File: src/rtl/tile_priority_mixer_pkg.sv
// Shared video definitions for the System86 tile/sprite mixing path.
// Contents: default transparent DT code, bus widths, the {PR,CL,DT} pixel tuple,
// the winner-source encoding and an opacity helper.
package system86_video_pkg;

  localparam int unsigned PAL_ADDR_W = 11;
  localparam int unsigned COLOR_W    = 8;
  localparam int unsigned PRI_W      = 3;
  localparam int unsigned DT_W       = 3;

  localparam logic [DT_W-1:0] DT_TRANSPARENT_DEF = 3'd7;

  typedef struct packed {
    logic [PRI_W-1:0]   pr;
    logic [COLOR_W-1:0] cl;
    logic [DT_W-1:0]    dt;
  } tile_px_t;

  typedef enum logic [1:0] {
    SRC_A,
    SRC_B,
    SRC_BG
  } win_src_e;

  function automatic logic px_opaque(input tile_px_t px, input logic [DT_W-1:0] dt_transp);
    return px.dt != dt_transp;
  endfunction

endpackage

File: src/rtl/tile_priority_mixer_if.sv
// Pixel-side bus of tile_priority_mixer: two CUS43 layer tuples, blanking,
// palette PROM address/data, background colour write port and mixed output.
// master: the surrounding video logic (drives layers, blanks, PAL_Q, BG write)
// slave : the mixer (drives PAL_ADDR, DOT, PRO)
interface tile_priority_mixer_if;
  import system86_video_pkg::*;

  logic                  HBLANK;
  logic                  VBLANK;
  logic [PRI_W-1:0]      A_PR;
  logic [COLOR_W-1:0]    A_CL;
  logic [DT_W-1:0]       A_DT;
  logic [PRI_W-1:0]      B_PR;
  logic [COLOR_W-1:0]    B_CL;
  logic [DT_W-1:0]       B_DT;
  logic [PAL_ADDR_W-1:0] PAL_ADDR;
  logic [COLOR_W-1:0]    PAL_Q;
  logic                  BG_WE;
  logic [COLOR_W-1:0]    BG_D;
  logic [COLOR_W-1:0]    DOT;
  logic [PRI_W-1:0]      PRO;

  modport master (
    output HBLANK, VBLANK, A_PR, A_CL, A_DT, B_PR, B_CL, B_DT, PAL_Q, BG_WE, BG_D,
    input  PAL_ADDR, DOT, PRO
  );

  modport slave (
    input  HBLANK, VBLANK, A_PR, A_CL, A_DT, B_PR, B_CL, B_DT, PAL_Q, BG_WE, BG_D,
    output PAL_ADDR, DOT, PRO
  );

endinterface

File: src/rtl/tile_priority_mixer_select.sv
// tile_layer_select: combinational winner pick between two {PR,CL,DT} tuples.
// Ports: i_a, i_b       input tuples (A wins ties)
//        o_sel_bg       neither tuple opaque
//        o_win_pr/cl/dt winning tuple fields (A's fields when o_sel_bg)
module tile_layer_select
  import system86_video_pkg::*;
#(
  parameter logic [DT_W-1:0] DT_TRANSPARENT = DT_TRANSPARENT_DEF
) (
  input  tile_px_t           i_a,
  input  tile_px_t           i_b,
  output logic               o_sel_bg,
  output logic [PRI_W-1:0]   o_win_pr,
  output logic [COLOR_W-1:0] o_win_cl,
  output logic [DT_W-1:0]    o_win_dt
);

  logic     w_a_op;
  logic     w_b_op;
  win_src_e w_src;

  assign w_a_op = px_opaque(i_a, DT_TRANSPARENT);
  assign w_b_op = px_opaque(i_b, DT_TRANSPARENT);

  always_comb begin
    w_src = SRC_BG;
    if (w_a_op && w_b_op) w_src = (i_b.pr > i_a.pr) ? SRC_B : SRC_A;
    else if (w_a_op)      w_src = SRC_A;
    else if (w_b_op)      w_src = SRC_B;
  end

  assign o_sel_bg = (w_src == SRC_BG);
  assign o_win_pr = (w_src == SRC_B) ? i_b.pr : i_a.pr;
  assign o_win_cl = (w_src == SRC_B) ? i_b.cl : i_a.cl;
  assign o_win_dt = (w_src == SRC_B) ? i_b.dt : i_a.dt;

endmodule

File: src/rtl/tile_priority_mixer.sv
// tile_priority_mixer: merges tile layers A/B into one colour index for the CLUT.
// Stage 1 registers the palette address and winner info, stage 2 registers
// DOT/PRO from PAL_Q, the background colour, or the blank value.
// Ports: CLK_6M  pixel clock
//        rst     synchronous active-low reset
//        bus     tile_priority_mixer_if.slave (layers, blanks, PROM, BG write, DOT/PRO)
module tile_priority_mixer
  import system86_video_pkg::*;
#(
  parameter logic [DT_W-1:0]    DT_TRANSPARENT = DT_TRANSPARENT_DEF,
  parameter logic [COLOR_W-1:0] BLANK_DOT      = 8'h00
) (
  input  logic                 CLK_6M,
  input  logic                 rst,
  tile_priority_mixer_if.slave bus
);

  tile_px_t              w_a;
  tile_px_t              w_b;
  logic                  w_sel_bg;
  logic [PRI_W-1:0]      w_win_pr;
  logic [COLOR_W-1:0]    w_win_cl;
  logic [DT_W-1:0]       w_win_dt;
  logic                  w_hb_rise;

  logic [PAL_ADDR_W-1:0] r_pal_addr;
  logic                  r_sel_bg;
  logic [PRI_W-1:0]      r_win_pr;
  logic                  r_blank;
  logic [COLOR_W-1:0]    r_dot;
  logic [PRI_W-1:0]      r_pro;
  logic [COLOR_W-1:0]    r_bg_pending;
  logic [COLOR_W-1:0]    r_bg_active;
  logic                  r_hblank_prev;

  assign w_a = '{pr: bus.A_PR, cl: bus.A_CL, dt: bus.A_DT};
  assign w_b = '{pr: bus.B_PR, cl: bus.B_CL, dt: bus.B_DT};

  tile_layer_select #(
    .DT_TRANSPARENT (DT_TRANSPARENT)
  ) u_select (
    .i_a      (w_a),
    .i_b      (w_b),
    .o_sel_bg (w_sel_bg),
    .o_win_pr (w_win_pr),
    .o_win_cl (w_win_cl),
    .o_win_dt (w_win_dt)
  );

  assign w_hb_rise = bus.HBLANK & ~r_hblank_prev;

  always_ff @(posedge CLK_6M) begin
    if (!rst) begin
      r_pal_addr    <= '0;
      r_sel_bg      <= 1'b0;
      r_win_pr      <= '0;
      r_blank       <= 1'b0;
      r_dot         <= '0;
      r_pro         <= '0;
      r_bg_pending  <= '0;
      r_bg_active   <= '0;
      r_hblank_prev <= 1'b0;
    end else begin
      // Stage 1. A fully transparent pixel leaves the PROM address untouched.
      if (!w_sel_bg) r_pal_addr <= {w_win_cl, w_win_dt};
      r_sel_bg <= w_sel_bg;
      r_win_pr <= w_win_pr;
      r_blank  <= bus.HBLANK | bus.VBLANK;

      // Stage 2. PAL_Q is the asynchronous PROM return of r_pal_addr.
      if (r_blank) begin
        r_dot <= BLANK_DOT;
        r_pro <= '0;
      end else if (r_sel_bg) begin
        r_dot <= r_bg_active;
        r_pro <= '0;
      end else begin
        r_dot <= bus.PAL_Q;
        r_pro <= r_win_pr;
      end

      // Background colour only switches at the start of horizontal blank so
      // a CPU write never splits a line; a write on that same edge goes straight through.
      r_hblank_prev <= bus.HBLANK;
      if (bus.BG_WE) r_bg_pending <= bus.BG_D;
      if (w_hb_rise) r_bg_active <= bus.BG_WE ? bus.BG_D : r_bg_pending;
    end
  end

  assign bus.PAL_ADDR = r_pal_addr;
  assign bus.DOT      = r_dot;
  assign bus.PRO      = r_pro;

endmodule

File: src/flat_wrapper.sv
// flat-port wrapper written by rule: the top's interface ports become plain ports
module tile_priority_mixer_flat import system86_video_pkg::*;
#(
  parameter logic [DT_W-1:0]    DT_TRANSPARENT = DT_TRANSPARENT_DEF,
  parameter logic [COLOR_W-1:0] BLANK_DOT      = 8'h00
)
  (CLK_6M, rst, bus_HBLANK, bus_VBLANK, bus_A_PR, bus_A_CL, bus_A_DT, bus_B_PR, bus_B_CL, bus_B_DT, bus_PAL_Q, bus_BG_WE, bus_BG_D, bus_PAL_ADDR, bus_DOT, bus_PRO);
  tile_priority_mixer_if bus_i ();
  input  logic CLK_6M;
  input  logic rst;
  input wire logic [$bits(bus_i.HBLANK)-1:0] bus_HBLANK;
  input wire logic [$bits(bus_i.VBLANK)-1:0] bus_VBLANK;
  input wire logic [$bits(bus_i.A_PR)-1:0] bus_A_PR;
  input wire logic [$bits(bus_i.A_CL)-1:0] bus_A_CL;
  input wire logic [$bits(bus_i.A_DT)-1:0] bus_A_DT;
  input wire logic [$bits(bus_i.B_PR)-1:0] bus_B_PR;
  input wire logic [$bits(bus_i.B_CL)-1:0] bus_B_CL;
  input wire logic [$bits(bus_i.B_DT)-1:0] bus_B_DT;
  input wire logic [$bits(bus_i.PAL_Q)-1:0] bus_PAL_Q;
  input wire logic [$bits(bus_i.BG_WE)-1:0] bus_BG_WE;
  input wire logic [$bits(bus_i.BG_D)-1:0] bus_BG_D;
  output wire logic [$bits(bus_i.PAL_ADDR)-1:0] bus_PAL_ADDR;
  output wire logic [$bits(bus_i.DOT)-1:0] bus_DOT;
  output wire logic [$bits(bus_i.PRO)-1:0] bus_PRO;
  assign bus_i.HBLANK = bus_HBLANK;
  assign bus_i.VBLANK = bus_VBLANK;
  assign bus_i.A_PR = bus_A_PR;
  assign bus_i.A_CL = bus_A_CL;
  assign bus_i.A_DT = bus_A_DT;
  assign bus_i.B_PR = bus_B_PR;
  assign bus_i.B_CL = bus_B_CL;
  assign bus_i.B_DT = bus_B_DT;
  assign bus_i.PAL_Q = bus_PAL_Q;
  assign bus_i.BG_WE = bus_BG_WE;
  assign bus_i.BG_D = bus_BG_D;
  assign bus_PAL_ADDR = bus_i.PAL_ADDR;
  assign bus_DOT = bus_i.DOT;
  assign bus_PRO = bus_i.PRO;
  tile_priority_mixer #(.DT_TRANSPARENT(DT_TRANSPARENT), .BLANK_DOT(BLANK_DOT)) u_core (.CLK_6M(CLK_6M), .rst(rst), .bus(bus_i));
endmodule
File: config.mk
export PLATFORM = sky130hd
export DESIGN_NAME = tile_priority_mixer_flat
export DESIGN_NICKNAME = d
export VERILOG_FILES = /design/src/rtl/tile_priority_mixer_pkg.sv /design/src/rtl/tile_priority_mixer_if.sv /design/src/rtl/tile_priority_mixer_select.sv /design/src/rtl/tile_priority_mixer.sv /design/src/flat_wrapper.sv
export SDC_FILE = /design/constraint.sdc
export NUM_CORES = 1
export LEC_CHECK = 0
export CORE_MARGIN = 5
export CORE_UTILIZATION = 25
export DETAILED_ROUTE_END_ITERATION = 8
export GPL_ROUTABILITY_DRIVEN = 0
export PLACE_DENSITY_LB_ADDON = 0.12
export SYNTH_ARGS = -nofsm -noshare
export SYNTH_HDL_FRONTEND = slang
export SYNTH_SLANG_ARGS = --single-unit
File: constraint.sdc
create_clock -name CLK_6M -period 2.19 [get_ports CLK_6M]
set_input_delay 0.657 -clock CLK_6M [delete_from_list [all_inputs] [get_ports CLK_6M]]
set_output_delay 0.657 -clock CLK_6M [all_outputs]
set_load 0.005 [all_outputs]
==> flow_summary.json <==
{
  "first_pass_iters": 4,
  "drc": 0,
  "syn_nets": 238,
  "relSlewSlack_pct": 62.0,
  "grt_first_pass_wirelength_um": 7880,
  "drive_gt1_share_pct": 10.5,
  "path_buf_inv": 2,
  "fmax_ghz": 0.475,
  "synth-edff-count": 0,
  "netlist_area_um2": 1770,
  "ys_warn_count": 0,
  "grtUsageTotal_pct": 11.5,
  "cts_sinks": 44,
  "drtIter0Drc": 57,
  "setup_violations": 0,
  "cts_buffers": 5,
  "synth_cells": 186,
  "vias": 1517,
  "syn_avg_cell_area_um2": 9.51,
  "critPathTopFamily": "compound AO/OA/AOI/OAI gates",
  "critPathKind": "in2reg",
  "chipWidth_um": 94.1,
  "routed_wirelength_um": 4880,
  "worstReg2RegStart": "u_core.r_sel_bg$_SDFF_PN0_",
  "hold_violations": 0,
  "crit_fanout": 6,
  "synthArstFlopShare_pct": 0,
  "ys_types": 30,
  "cts-root-buf": "clkbuf_8",
  "viasPerCell": 4.19,
  "worstHoldStart": "u_core.r_win_pr[0]$_SDFF_PN0_",
  "layout.nets": 317,
  "antenna_cells": 0,
  "met3_usage_pct": 3.61,
  "end_kind": "flop",
  "crit_required_ps": 2410,
  "hpwl_um": 3790,
  "grtUsageMet1_pct": 15.6,
  "die_area_um2": 8860,
  "ios": 71,
  "synth-main-ff-cell": "dfxtp_1",
  "rsz0062_at_grt": "false",
  "antenna_found_initial": 0,
  "clk_path_buf_depth": 2,
  "h-tree-depth": 2,
  "dpl_worst_slack_ps": -205,
  "synth_top_cells_by_count": "44 x dfxtp_1, 27 x nor2_1, 21 x nand2_1, 16 x mux2i_1",
  "tightestPinTransition_ps": 570,
  "grt-ovfl-total": 0,
  "synth_area_leaders": "dfxtp_1 50%, mux2i_1 9.1%, nor2_1 5.7%, nand2_1 4.5%, o211ai_1 3.8%",
  "slew_viol_final": 0,
  "cp_common_cell": "a21oi_1",
  "wl_per_cell_um": 13.5,
  "worst_slack_ps": 83.4,
  "first_global_vias": 1513,
  "path_cells": "clkdlybuf4s50_1 -> inv_1 -> ha_1 -> a21oi_1 -> o211a_1 -> o21ai_0 -> a21oi_1",
  "post_cts_buffers": 0,
  "cpPeakStageDelay_ps": 480,
  "cp-startpoint": "bus_A_PR[2]",
  "grt-busiest-layer": "met2",
  "coreArea_um2": 6830,
  "p_per_area_nw_per_um2": 750,
  "arrival_ps": 2320,
  "cp_slowest_cell": "clkdlybuf4s50_1",
  "timing.final.crit_share_pct": 96.2,
  "clock_latency_ps": 290,
  "core.rowCount": 30,
  "hp-class": "reg2reg",
  "grt_max_degree": 21,
  "hold_slack_ps": 468,
  "yosysTopAreaCell": "dfxtp_1",
  "critPathLaunchType": "input pin",
  "met2_usage_pct": 17.3,
  "die_h_um": 94.1,
  "peakVddDrop_mv": 0.358,
  "synth_top_area_share_pct": 49.8,
  "finalCriticalPeriod_ps": 2110,
  "max_cap_viol_count": 0,
  "synth_seq_cells": 44,
  "clkTransAtPathRegs_ps": 80,
  "cts_tree": "built",
  "port_buffers": 70,
  "skew_ps": 7.86,
  "initial_core_util_pct": 25.9,
  "status": "completed",
  "cts_hold_buf": 0,
  "ctsResizeCount": 0,
  "leakage_nw": 1.08,
  "syn_to_final_growth_pct": 58.8,
  "final_antenna_net_count": 0,
  "yosysMostFrequentCell": "dfxtp_1",
  "ys_seq_area_share_pct": 49.8
}
cell type report:
type,count,area (µm²)
Multi-Input combinational cell,126,803
Fill cell,702,4020
Tap cell,96,120
Clock inverter,3,90.1
Clock buffer,5,68.8
Sequential cell,44,881
Timing Repair Buffer,84,831
Inverter,4,15.0
kinds of logic (layout without fill, tap and decap cells):
group,Yosys count,in the layout,synth area share [%]
AO/OA/AOI/OAI,35,35,15.1
flip-flops,44,44,49.8
multiplexers,16,16,9.05
adder cells (fa/ha/maj),3,3,2.12
AND/OR/NAND/NOR,72,72,19.1
buffers and inverters,16,96,4.81
power by group:
group | internal (W) | switching, W
clock network | 0.000570 | 0.000277
logic | 0.000220 | 0.000151
registers | 0.000862 | 0.0000252
cell usage in the layout, fill, tap and decap left out, drive strengths merged:
| cell | Yosys | routed |
|---|---|---|
| nand2 | 21 | 21 |
| o31ai | 2 | 2 |
| inv | 4 | 4 |
| o21bai | 1 | 1 |
| nor2 | 28 | 28 |
| nor2b | 1 | 1 |
| o211ai | 10 | 10 |
| buf | 8 | 14 |
| bufinv | 0 | 3 |
| ha | 3 | 3 |
| nand3 | 5 | 5 |
| clkdlybuf4s50 | 0 | 70 |
| mux2i | 16 | 16 |
| o211a | 1 | 1 |
| a21oi | 7 | 7 |
| and3 | 3 | 3 |
| nand4 | 9 | 9 |
| nor3b | 3 | 3 |
| a41oi | 1 | 1 |
| dfxtp | 44 | 44 |
| nand2b | 1 | 1 |
| o21ai | 5 | 5 |
| and2 | 1 | 1 |
| a211oi | 8 | 8 |
| clkbuf | 4 | 5 |
path summary, 6_finish.rpt:
| check | slack, ps | depth (start not counted) | to |
|---|---|---|---|
| worst min-delay path | 470 | 1 | u_core.bus.PRO[0]$_SDFF_PP0_ |
| worst max register to register | 1070 | 2 | u_core.bus.DOT[0]$_SDFF_PP0_ |
| worst max-delay path | 80 | 7 | u_core.r_win_pr[2]$_SDFF_PN0_ |
| worst min register to register | 470 | 1 | u_core.bus.PRO[0]$_SDFF_PP0_ |
per-stage QoR:
stage	power (W)	cells	util (%)	instance area [µm²]	TNS [ps]
5_1_grt	0.00222	362	41.1	2810	0
6_report	0.00211	362	41.1	2810	0
3_5_place_dp	0.00128	354	38.8	2650	-2600
4_1_cts	0.00215	362	41.1	2810	0
2_1_floorplan	0.00106	186	-	1770	0
3_3_place_gp	0.00128	354	38.8	2650	-2310
routing by layer:
metal / vias up / wire (µm)
met5: - / 0
met4: 0 / 39
met3: 4 / 280
met2: 37 / 2210
met1: 664 / 2350
li1: 812 / -
state kept, by name (all words and copies together), names as in the netlist:
signal and cells:
u_core.bus.PAL_ADDR 11, u_core.bus.DOT 8, u_core.r_bg_active 8, u_core.r_bg_pending 8
u_core.bus.PRO 3, u_core.r_win_pr 3, u_core.r_blank 1, u_core.r_hblank_prev 1
u_core.r_sel_bg 1
Power figures use the tool's default switching activity.
